File: config.mk
export PLATFORM = sky130hd
export DESIGN_NAME = mr_data_return
export DESIGN_NICKNAME = d
export VERILOG_FILES = /design/src/rtl/mr_data_return.sv
export SDC_FILE = /design/constraint.sdc
export NUM_CORES = 1
export LEC_CHECK = 0
export BUFFER_PORTS_ARGS = -buffer_cell sky130_fd_sc_hd__buf_2
export CORE_ASPECT_RATIO = 1.25
export CORE_UTILIZATION = 53
export CTS_BUF_LIST = sky130_fd_sc_hd__clkbuf_4 sky130_fd_sc_hd__clkbuf_8
export DETAILED_ROUTE_END_ITERATION = 7
export PLACE_DENSITY = 0.92
export SYNTH_ARGS = -nofsm -noshare
export SYNTH_HDL_FRONTEND = slang
export SYNTH_SLANG_ARGS = --single-unit
File: constraint.sdc
create_clock -name clk -period 5.62 [get_ports clk]
set_clock_uncertainty 0.1 [all_clocks]
set_input_delay 1.124 -clock clk [delete_from_list [all_inputs] [get_ports clk]]
set_output_delay 1.124 -clock clk [all_outputs]
set_load 0.01 [all_outputs]
File: src/rtl/mr_data_return.sv
// ---------------------------------------------------------------------------
// mr_data_return
//
// Memory-read data-return sequencer. On a request from the control unit it
// either performs one memory read (SRC[7]=1) and writes the returned word
// into the selected destination register, or completes immediately as a
// no-op (SRC[7]=0). A read that sees no MEM_ACK within TIMEOUT strobe cycles
// is aborted and reported with ERR alongside ACK. Every output is a flop.
//
// Ports
//   clk       in   sole clock, rising edge
//   rst_n     in   asynchronous active-low reset
//   req       in   read request, sampled only while idle
//   src[15:0] in   control word: [7] memory enable, [1:0] destination
//                  (00 ACC, 01 IDX0, 10 IDX1, 11 PC)
//   addr[15:0]in   resolved read address
//   mem_addr  out  registered address to memory
//   mem_rd    out  read strobe, held until ack or timeout
//   mem_ack   in   one-cycle data-valid from memory
//   mem_data  in   read data, valid with mem_ack
//   wdata     out  write-back data to register file
//   wr_acc/wr_idx0/wr_idx1/wr_pc out  one-hot write enables
//   busy      out  high whenever not idle
//   ack       out  one-cycle completion pulse
//   err       out  one-cycle timeout flag, coincident with ack
// ---------------------------------------------------------------------------
module mr_data_return #(
    parameter int TIMEOUT = 15
) (
    input  logic        clk,
    input  logic        rst_n,
    input  logic        req,
    input  logic [15:0] src,
    input  logic [15:0] addr,
    output logic [15:0] mem_addr,
    output logic        mem_rd,
    input  logic        mem_ack,
    input  logic [15:0] mem_data,
    output logic [15:0] wdata,
    output logic        wr_acc,
    output logic        wr_idx0,
    output logic        wr_idx1,
    output logic        wr_pc,
    output logic        busy,
    output logic        ack,
    output logic        err
);

    typedef enum logic [2:0] {
        S_IDLE,
        S_WAIT,
        S_WB,
        S_NOP,
        S_TERR
    } state_t;

    // Counter value on the last strobe cycle; reaching it without an ack
    // means the strobe has already been high TIMEOUT cycles.
    localparam logic [7:0] LAST_CNT = 8'(TIMEOUT - 1);

    state_t      state;
    state_t      next_state;
    logic [7:0]  cnt;
    logic [7:0]  cnt_next;
    logic [1:0]  dest;
    logic [1:0]  dest_next;
    logic [15:0] mem_addr_next;
    logic [15:0] wdata_next;

    // Only the enable bit and destination field of the control word matter.
    logic unused_src;
    assign unused_src = ^{src[15:8], src[6:2]};

    // State register plus registered outputs. Outputs are decoded from the
    // next state so they line up with the state they describe without any
    // combinational path to the ports.
    always_ff @(posedge clk or negedge rst_n) begin
        if (!rst_n) begin
            state    <= S_IDLE;
            cnt      <= 8'd0;
            dest     <= 2'd0;
            mem_addr <= 16'd0;
            wdata    <= 16'd0;
            mem_rd   <= 1'b0;
            wr_acc   <= 1'b0;
            wr_idx0  <= 1'b0;
            wr_idx1  <= 1'b0;
            wr_pc    <= 1'b0;
            busy     <= 1'b0;
            ack      <= 1'b0;
            err      <= 1'b0;
        end else begin
            state    <= next_state;
            cnt      <= cnt_next;
            dest     <= dest_next;
            mem_addr <= mem_addr_next;
            wdata    <= wdata_next;
            mem_rd   <= (next_state == S_WAIT);
            busy     <= (next_state != S_IDLE);
            ack      <= (next_state == S_WB) || (next_state == S_NOP) ||
                        (next_state == S_TERR);
            err      <= (next_state == S_TERR);
            wr_acc   <= (next_state == S_WB) && (dest_next == 2'b00);
            wr_idx0  <= (next_state == S_WB) && (dest_next == 2'b01);
            wr_idx1  <= (next_state == S_WB) && (dest_next == 2'b10);
            wr_pc    <= (next_state == S_WB) && (dest_next == 2'b11);
        end
    end

    // Next-state logic. Request inputs are looked at only in idle, and
    // mem_ack only while waiting, so anything arriving elsewhere is dropped.
    // In the wait state an ack is tested before the timeout so that an ack
    // on the final strobe cycle still completes normally.
    always_comb begin
        next_state    = state;
        cnt_next      = cnt;
        dest_next     = dest;
        mem_addr_next = mem_addr;
        wdata_next    = wdata;
        case (state)
            S_IDLE: begin
                if (req) begin
                    if (src[7]) begin
                        mem_addr_next = addr;
                        dest_next     = src[1:0];
                        cnt_next      = 8'd0;
                        next_state    = S_WAIT;
                    end else begin
                        next_state = S_NOP;
                    end
                end
            end
            S_WAIT: begin
                if (mem_ack) begin
                    wdata_next = mem_data;
                    next_state = S_WB;
                end else if (cnt == LAST_CNT) begin
                    next_state = S_TERR;
                end else begin
                    cnt_next = cnt + 8'd1;
                end
            end
            S_WB:    next_state = S_IDLE;
            S_NOP:   next_state = S_IDLE;
            S_TERR:  next_state = S_IDLE;
            default: next_state = S_IDLE;
        endcase
    end

endmodule
==> results of run 1 <==
[area by class of cell]
type	count	area (sq um)	area share
inverter	2	7.51	0.00275
multi-input combinational	171	818	0.299
sequential	53	1330	0.485
clock buffer	6	76.3	0.0279
timing repair buffer	79	398	0.146
tap	54	67.6	0.0247
clock inverter	2	38.8	0.0142
[metal layers]
layer	wire length (microns)	track usage	part of all wire
met1	1860	0.268	0.43
met2	2140	0.387	0.50
met3	257	0.0574	0.060
met4	53	0.0827	0.012
met5	0	0	0
[worst min path at each step]
stage | endpoint | from | slack, ns
5_1_grt | wdata[1]$_DFFE_PN0P_ | wdata[1]$_DFFE_PN0P_ | 0.40
3_5_place_dp | mem_addr[3]$_DFFE_PN0P_ | mem_addr[3]$_DFFE_PN0P_ | 0.36
3_3_place_gp | mem_addr[0]$_DFFE_PN0P_ | mem_addr[0]$_DFFE_PN0P_ | 0.35
6_report | mem_addr[3]$_DFFE_PN0P_ | mem_addr[3]$_DFFE_PN0P_ | 0.38
4_1_cts | mem_addr[3]$_DFFE_PN0P_ | mem_addr[3]$_DFFE_PN0P_ | 0.38
2_1_floorplan | dest[0]$_DFF_PN0_ | dest[0]$_DFF_PN0_ | 0.40
[stage by stage]
stage          instance area [sq um]  hold slack (ns)  setup slack, ns   util  cells
4_1_cts                         2730            0.380             3.13  0.705    367
3_3_place_gp                    2620            0.352             2.84  0.675    359
5_1_grt                         2730            0.405             2.96  0.705    367
6_report                        2730            0.377             3.12  0.705    367
2_1_floorplan                   2200            0.403             3.35      -    235
3_5_place_dp                    2620            0.358             2.83  0.675    359
[registers in the layout (all words and copies together) (netlist names)]
register / count
wr_pc: 1
wr_acc: 1
err: 1
busy: 1
dest: 2
state: 3
wr_idx1: 1
ack: 1
wr_idx0: 1
mem_rd: 1
mem_addr: 16
wdata: 16
cnt: 8
[critical path: cells and delay by family]
kind,cells,cell delay (ns)
simple gates,3,1.20
compound gates,1,0.17
buf+inv,1,0.10
[logic make-up (layout without fill, tap and decap cells)]
family | count (synthesis) | after routing | synth area share
AND/OR/NAND/NOR | 147 | 147 | 0.295
flip-flops | 53 | 53 | 0.603
AO/OA/AOI/OAI | 19 | 19 | 0.0529
buffers and inverters | 11 | 89 | 0.0256
adder cells (fa/ha/maj) | 2 | 2 | 0.0114
XOR/XNOR | 2 | 2 | 0.00796
multiplexers | 1 | 1 | 0.00455
[cells in the final DEF, fill, tap and decap left out, types with 3 or more instances in the layout]
cell type                    n
sky130_fd_sc_hd__nand2_1   108
sky130_fd_sc_hd__nand3b_1    4
sky130_fd_sc_hd__o21ai_0     5
sky130_fd_sc_hd__nand3_1     6
sky130_fd_sc_hd__nor2_1      6
sky130_fd_sc_hd__clkbuf_8    5
sky130_fd_sc_hd__buf_2      78
sky130_fd_sc_hd__nor3_1      4
sky130_fd_sc_hd__dfrtp_1    53
sky130_fd_sc_hd__or2_2       3
sky130_fd_sc_hd__a21oi_1     7
[where the power goes]
group          internal [mW]  leakage, nW  switching [mW]
clock network          0.139       0.0588           0.119
logic                  0.169        0.782           0.244
registers              0.522        0.678          0.0840
==> flow_summary.toml, run 1 <==
[run_status]
status = "completed"

[logic_synthesis]
mappedNetlistArea_sq_um = 2200
postSynthAreaPerCell_sq_um = 9.37
synth_enable_flop_cells = 0
synth_largest_area_cell = "sky130_fd_sc_hd__dfrtp_1"
netlist_top_cells_count = "sky130_fd_sc_hd__nand2_1 (108), sky130_fd_sc_hd__dfrtp_1 (53), sky130_fd_sc_hd__a21oi_1 (7)"
synth_sequential_area_ratio = 0.603
post_synthesis_register_bit_count = 53
synthArstFlopShare = 1.00
synth_cell_types = 32
synthDominantCellAreaShare = 0.603
synth_cells = 235
ys_dominant_reg_cell = "sky130_fd_sc_hd__dfrtp_1"
synthesis.nets = 289
synth_most_common_cell = "sky130_fd_sc_hd__nand2_1"
netlist_top_cells_area = "sky130_fd_sc_hd__dfrtp_1 (60%), sky130_fd_sc_hd__nand2_1 (18%), sky130_fd_sc_hd__a21oi_1 (1.6%)"
synthesis.yosys.warnings = 0

[worst_hold_path]
hold_class = "reg -> reg"
hold_path_depth = 2

[clocking]
latest_clock_arrival_within_the_worst_skew_pair_ns = 0.30
cts.root.buffer_cell = "sky130_fd_sc_hd__clkbuf_8"
tritoncts = "yes"
ctsHoldBuffers = 0
clkTransAtPathRegs_ns = 0.09
cts_made_buffers = 5
postCtsResizedCells = 0
cts_max_level = 2
clockBufferDepth = 2
clock-sinks = 53
post_cts_buffers = 0

[layout]
final_net_count = 366
flow.area_growth_from_synthesis_pct = 24.2
diodes = 0
layout.filler_cells = 304
drive_gt1_frac = 0.297

[job]
reported_max_cap_violation_count = 0

[detailed_routing]
finalWirelength_microns = 4310
via_per_inst = 5.07
post_drt_wl_per_cell_microns = 11.7
first_pass_iters = 4
detailedRoute.firstIterationViolations = 65
drc = 0
num_vias = 1862
antenna_left = 0

[floorplan]
fp.dieArea_sq_um = 4420
fp.dieH_microns = 74.0
chipWidth_microns = 59.6
rows = 25
placeableCoreArea_sq_um = 3880
num_io_pins = 92
start_util = 0.567

[critical_path]
path_class = "in -> reg"
cp-startpoint = "req"
number_of_cells_on_the_worst_reg_to_reg_path = 4
arrival_time_of_data_at_the_critical_path_endpoint_ns = 2.61
endpoint = "wr_pc$_DFF_PN0_"
capture_instance_of_the_worst_register_to_register_path = "wr_pc$_DFF_PN0_"
end_kind = "flip-flop"
cpPeakStageDelay_ns = 0.76
critical-path-slowest-cell = "sky130_fd_sc_hd__and2_1"
r2r_start = "state[0]$_DFF_PN0_"
startpoint_type_of_the_worst_setup_path = "primary input"
timing.reg2reg.setup_slack_ns = 3.55
worstPathMaxFanout = 27
worst_ep_required_time_ns = 5.73
worstPathCellList = "buf_2 > and3b_1 > and2_1 > nand3_1 > a21oi_1"

[global_route]
grt_pass1_wl_microns = 7380
grt_max_degree = 54
grt.total_usage = 0.223
first_global_vias = 1771
global_route.overflow_total = 0
initial_antenna_violation_count = 0

[place]
place_congestion = 0.805
hpwl_after_detailed_placement_microns = 3050
io_buffers = 78

[sta]
max_slew.worst_pin.slew_ns = 1.02
timing_max_transition_violations_final = 0
final.setup.tns_ns = 0
timing.fmax_mhz = 401
timing.slew.headroom = 0.315
final.period_utilization = 0.444
timing.final.crit_period_ns = 2.50
rsz0062_at_grt = "false"
finalSetupViolCount = 0
finalHoldViolCount = 0

[power_and_ir_drop]
total_power_mw = 1.28
power.leakage_nw = 1.52
vdd_ir_drop_max_mv = 0.337
p_per_area_nw_per_um2 = 467
Power figures use the tool's default switching activity.
==> inputs of run 2 (changes only) <==
Settings changed: CORE_UTILIZATION 53 to 44, PLACE_DENSITY 0.92 to 0.82.
Clock period 5.62 ns to 2.2 ns, I/O delays scaled along.
==> run 2 against run 1 <==
Core utilization fell by 12 points. Routed wire length rose by 1.2%. Worst hold slack got worse by 0.16 ns. Critical path depth rose by 1. Register-to-register slack got worse by 3.3 ns. Die area rose by 20%. Via count fell by 1.7%. Highest routed layer unchanged. First-iteration DRC count rose by 28%. Combinational power rose to 2.6 times the previous value. Global-route usage fell by 4.7 points. Non-clock buffer count rose by 8. Sequential cell count did not move.
==> flow_summary.toml, run 2 (synthesis results as in run 1) <==
[critical_path]
end_kind = "flip-flop"
worstPathMaxFanout = 6
arrival_time_of_data_at_the_critical_path_endpoint_ns = 2.04
startpoint_type_of_the_worst_setup_path = "flip-flop"
worst_ep_required_time_ns = 2.34
path_class = "reg -> reg"

[global_route]
grt_pass1_wl_microns = 7130
first_global_vias = 1690
initial_antenna_violation_count = 0
grt.total_usage = 0.176
gr_util_met1 = 0.205
grt_max_degree = 24
globalRoute.busiestLayer = "met2"
grt.met2_usage = 0.306
global_route.usage.met3 = 0.0492
global_route.overflow_total = 0

[floorplan]
placeableCoreArea_sq_um = 4760
num_io_pins = 92
chipWidth_microns = 65.3
start_util = 0.462
fp.dieArea_sq_um = 5290
rows = 28
fp.dieH_microns = 81.1

[sta]
final.setup.tns_ns = 0
timing_max_transition_violations_final = 0
finalHoldViolCount = 0
timing.fmax_mhz = 525
max_slew.worst_pin.slew_ns = 0.390
rsz0062_at_grt = "false"
timing.slew.headroom = 0.736
timing.final.crit_period_ns = 1.91
finalSetupViolCount = 0
final.period_utilization = 0.866
timing.hold.ws_ns = 0.219

[power_and_ir_drop]
vdd_ir_drop_max_mv = 0.683
p_per_area_nw_per_um2 = 1180
total_power_mw = 3.30
power.leakage_nw = 1.56

[layout]
largest_registers = "mem_addr x16, wdata x16, cnt x8"
most_common_cell_after_layout_fill_and_taps_aside = "sky130_fd_sc_hd__nand2_1"
post_layout_nonfiller_instances = 381
drive_gt1_frac = 0.312
layout.filler_cells = 428
flow.area_growth_from_synthesis_pct = 27.6
final_net_count = 374
mostFrequentLayoutCells = "sky130_fd_sc_hd__nand2_1 (108), sky130_fd_sc_hd__buf_2 (78), sky130_fd_sc_hd__dfrtp_1 (53), sky130_fd_sc_hd__buf_4 (8), sky130_fd_sc_hd__a21oi_1 (7)"
postLayoutCoreUtil = 0.589
diodes = 0

[clocking]
postCtsResizedCells = 0
clock-sinks = 53
cts_made_buffers = 5
clockBufferDepth = 2
cts.root.buffer_cell = "sky130_fd_sc_hd__clkbuf_8"
clkTransAtPathRegs_ns = 0.09
cts_max_level = 2
tritoncts = "yes"
latest_clock_arrival_within_the_worst_skew_pair_ns = 0.30

[run_status]
status = "completed"

[detailed_routing]
num_vias = 1831
drc = 0
antenna_left = 0
post_drt_wl_per_cell_microns = 11.4
first_pass_iters = 4
finalWirelength_microns = 4360
via_per_inst = 4.81
detailedRoute.firstIterationViolations = 83

[place]
numPlacedInstances = 372
io_buffers = 78
place_congestion = 0.783
hpwl_after_detailed_placement_microns = 3240

[worst_hold_path]
hold_class = "in -> reg"

[job]
reported_max_cap_violation_count = 0
==> run 2: changes by cell type in the layout (fill, tap and decap cells not counted) <==
cell,before,now
sky130_fd_sc_hd__dlygate4sd3_1,0,1
sky130_fd_sc_hd__clkbuf_8,5,6
sky130_fd_sc_hd__clkinv_4,1,0
sky130_fd_sc_hd__buf_4,1,8
sky130_fd_sc_hd__clkbuf_4,1,0
sky130_fd_sc_hd__clkinvlp_4,0,1
==> run 2: layout make-up <==
cell class | instances | area [sq um] | area share
Clock buffer | 6 | 82.6 | 0.0294
Clock inverter | 2 | 37.5 | 0.0134
Inverter | 2 | 7.51 | 0.00267
Multi-Input combinational cell | 171 | 818 | 0.291
Sequential cell | 53 | 1330 | 0.472
Tap cell | 60 | 75.1 | 0.0267
Timing Repair Buffer | 87 | 460 | 0.164
==> run 2: path summary, 6_finish.rpt <==
| path | from | endpoint | slack, ns | cells after the start |
|---|---|---|---|---|
| min in group asynchronous | rst_n | dest[1]$_DFF_PN0_ | 0.48 | 2 |
| max reg2reg | cnt[0]$_DFFE_PN0P_ | cnt[2]$_DFFE_PN0P_ | 0.29 | 6 |
| max | cnt[0]$_DFFE_PN0P_ | cnt[2]$_DFFE_PN0P_ | 0.29 | 6 |
| min | addr[11] | mem_addr[11]$_DFFE_PN0P_ | 0.22 | 3 |
| min reg2reg | mem_addr[0]$_DFFE_PN0P_ | mem_addr[0]$_DFFE_PN0P_ | 0.38 | 2 |
| max in group asynchronous | rst_n | wr_idx0$_DFF_PN0_ | 0.90 | 3 |
==> run 2: metrics by stage <==
stage	setup slack, ns	cell area, sq um
after floorplan	0.427	2200
after global placement	0.373	2680
after detailed placement	0.317	2680
after CTS	0.283	2810
after global routing	0.167	2810
final	0.295	2810
==> run 2: worst max-delay path, cell delays in order, from the launching register on <==
cell,delay [ns]
sky130_fd_sc_hd__dfrtp_1,0.42
sky130_fd_sc_hd__inv_1,0.07
sky130_fd_sc_hd__ha_1,0.19
sky130_fd_sc_hd__and4b_1,0.23
sky130_fd_sc_hd__and3_1,0.22
sky130_fd_sc_hd__or4_1,0.48
sky130_fd_sc_hd__a21oi_1,0.14
==> run 2: repair_timing <==
action | in CTS | in global routing
hold endpoints to repair | 16 | 0
buffers inserted | 0 | 0
hold buffers | 1 | 0
==> run 2: metal layers <==
metal  up-vias  wire [microns]
li1        929               -
met1       844            1860
met2        52            2210
met3         6             233
met4         0              58
met5         -               0
==> run 2: report_power, final <==
part / leakage [nW] / total, mW / switching [mW] / internal (mW)
combinational: 0.821 / 1.08 / 0.623 / 0.461
sequential: 0.678 / 1.54 / 0.211 / 1.33
clock: 0.0574 / 0.676 / 0.306 / 0.370
total: 1.56 / 3.30 / 1.14 / 2.16
==> inputs of run 3 (changes only) <==
Settings changed: CORE_UTILIZATION 44 to 40, PLACE_DENSITY 0.82 to 0.76.
Clock period 2.2 ns to 1.6 ns, I/O delays scaled along.
==> run 3 against run 2 <==
Register-to-register slack lost 0.48 ns. Total power increased by 43%. Worst hold slack got worse by 0.12 ns. The flow now finishes with violations (negative setup slack). Setup slack worse by 0.48 ns. Die area increased by 9.7%. Sequential share of layout area down 4.2 points.
==> flow_summary.toml, run 3 (synthesis results as in run 1) <==
[layout]
fin_area_sq_um = 3080
mostFrequentLayoutCells = "sky130_fd_sc_hd__nand2_1 (106), sky130_fd_sc_hd__buf_2 (78), sky130_fd_sc_hd__dfrtp_1 (53), sky130_fd_sc_hd__buf_4 (18), sky130_fd_sc_hd__clkbuf_8 (7)"
final_net_count = 391
flow.area_growth_from_synthesis_pct = 39.9
layout.filler_cells = 462
area.sequential_sq_um = 1330
diodes = 0
drive_gt1_frac = 0.402
largest_registers = "mem_addr x16, wdata x16, cnt x8"
multi_input_comb_area_sq_um = 931
most_common_cell_after_layout_fill_and_taps_aside = "sky130_fd_sc_hd__nand2_1"

[critical_path]
worst_ep_required_time_ns = 1.74
end_kind = "flip-flop"
number_of_cells_on_the_worst_reg_to_reg_path = 6
critical-path-slowest-cell = "sky130_fd_sc_hd__dfrtp_1"
startpoint_type_of_the_worst_setup_path = "flip-flop"
arrival_time_of_data_at_the_critical_path_endpoint_ns = 1.92
worstPathMaxFanout = 3
cpPeakStageDelay_ns = 0.42
path_class = "reg -> reg"
worstPathCellList = "ha_4 > and4b_1 > buf_4 > and4_4 > or4_4 > a21oi_2"

[sta]
worst_slack_ns = -0.188
final.period_utilization = 1.12
timing.final.crit_period_ns = 1.79
timing_max_transition_violations_final = 0
finalHoldViolCount = 0
final.setup.tns_ns = -0.470
timing.slew.headroom = 0.751
finalSetupViolCount = 3
max_slew.worst_pin.slew_ns = 0.370
timing.fmax_mhz = 559
rsz0062_at_grt = "true"

[floorplan]
rows = 29
num_io_pins = 92
fp.dieArea_sq_um = 5800
chipWidth_microns = 68.3
placeableCoreArea_sq_um = 5190
fp.dieH_microns = 84.9
start_util = 0.424

[power_and_ir_drop]
switchingPower_mw = 1.68
vdd_ir_drop_max_mv = 0.804
sw_frac_of_total = 0.356
seq_power_share = 0.445
power.leakage_nw = 1.67
pwr-share-clk = 0.176
p_per_area_nw_per_um2 = 1540
internal_cell_power_mw = 3.04
combinationalPowerShare = 0.380

[place]
place_congestion = 0.769
dpl_cell_area_sq_um = 2800
io_buffers = 78
hpwl_after_detailed_placement_microns = 3350

[clocking]
clkTransAtPathRegs_ns = 0.09
tritoncts = "yes"
clock-sinks = 53
cts.root.buffer_cell = "sky130_fd_sc_hd__clkbuf_8"
latest_clock_arrival_within_the_worst_skew_pair_ns = 0.31
clockBufferDepth = 2
cts_made_buffers = 5
cts_max_level = 2

[global_route]
first_global_vias = 1838
grt_pass1_wl_microns = 8050
grt_max_degree = 54
grt.total_usage = 0.185
initial_antenna_violation_count = 0
global_route.overflow_total = 0

[worst_hold_path]
hold_path_depth = 3
hold_class = "in -> reg"

[run_status]
status = "complete, but fails checks"
violations = "negative setup slack"

[detailed_routing]
via_per_inst = 4.82
first_pass_iters = 4
num_vias = 1929
post_drt_wl_per_cell_microns = 12.3
antenna_left = 0
drc = 0
detailedRoute.firstIterationViolations = 84
finalWirelength_microns = 4920

[job]
reported_max_cap_violation_count = 0
-- run 3: cell count changes in the layout (fill, tap and decap cells not counted), moves of 3 or more --
cell | previous run | this run
sky130_fd_sc_hd__a21oi_2 | 0 | 3
sky130_fd_sc_hd__buf_4 | 8 | 18
sky130_fd_sc_hd__a21oi_1 | 7 | 4
sky130_fd_sc_hd__buf_6 | 0 | 5
sky130_fd_sc_hd__o21ai_0 | 5 | 1
sky130_fd_sc_hd__o21ai_1 | 0 | 3
-- run 3: power groups by stage --
| stage | registers [mW] | logic (mW) | clock network, mW |
|---|---|---|---|
| 2_1_floorplan | 2.34 | 0.643 | 0 |
| 3_3_place_gp | 2.09 | 1.61 | 0 |
| 3_5_place_dp | 2.10 | 1.68 | 0 |
| 4_1_cts | 2.09 | 1.72 | 0.852 |
| 5_1_grt | 2.17 | 2.04 | 0.921 |
| 6_report | 2.10 | 1.80 | 0.831 |
-- run 3: layer usage --
layer	global-route usage	vias to the layer above	part of all wire
li1	-	960	-
met1	0.224	891	0.44
met2	0.310	68	0.48
met3	0.0470	10	0.056
met4	0.0682	0	0.024
met5	0	-	0
-- run 3: timing repair --
action,4_1_cts,5_1_grt
hold buffers,1,0
buffers inserted,3,4
gates cloned,0,0
pin swaps,3,9
endpoints found under the hold margin,53,0
resized for setup,16,22
endpoints found under the setup margin,26,44
-- run 3: per-stage QoR --
stage | worst slack (ns) | cells | power [mW] | hold slack (ns) | utilization
3_5_place_dp | -0.139 | 387 | 3.79 | 0.235 | 0.539
2_1_floorplan | -0.119 | 235 | 2.98 | -0.0756 | -
3_3_place_gp | -0.0970 | 387 | 3.71 | 0.236 | 0.539
6_report | -0.188 | 400 | 4.73 | 0.0956 | 0.593
5_1_grt | -0.236 | 400 | 5.13 | 0.0872 | 0.593
4_1_cts | -0.158 | 398 | 4.67 | 0.0880 | 0.576
-- run 3: final timing paths --
check	start	end	slack [ns]
max in group asynchronous	rst_n	mem_rd$_DFF_PN0_	0.74
min in group asynchronous	rst_n	wdata[2]$_DFFE_PN0P_	0.42
worst max register to register	cnt[1]$_DFFE_PN0P_	cnt[4]$_DFFE_PN0P_	-0.19
worst min register to register	wdata[7]$_DFFE_PN0P_	wdata[7]$_DFFE_PN0P_	0.38
worst max-delay path	cnt[1]$_DFFE_PN0P_	cnt[4]$_DFFE_PN0P_	-0.19
worst min-delay path	mem_data[7]	wdata[7]$_DFFE_PN0P_	0.1
-- run 3: area by class of cell --
| class | count | share of cell area |
|---|---|---|
| clock buffers | 7 | 0.0313 |
| clock inverters | 1 | 0.00284 |
| inverters | 2 | 0.00244 |
| multi-input cells | 171 | 0.302 |
| flip-flops and latches | 53 | 0.431 |
| well taps | 62 | 0.0252 |
| repair buffers | 104 | 0.205 |
-- run 3: worst max-delay path: cells and delay by family, from the launching register on --
kind / cells / cell delay [ns]
adders and majority gates: 1 / 0.17
buffers and inverters: 1 / 0.14
AOI/OAI and AO/OA: 1 / 0.13
and+or+nand+nor: 3 / 0.75
DFF: 1 / 0.42
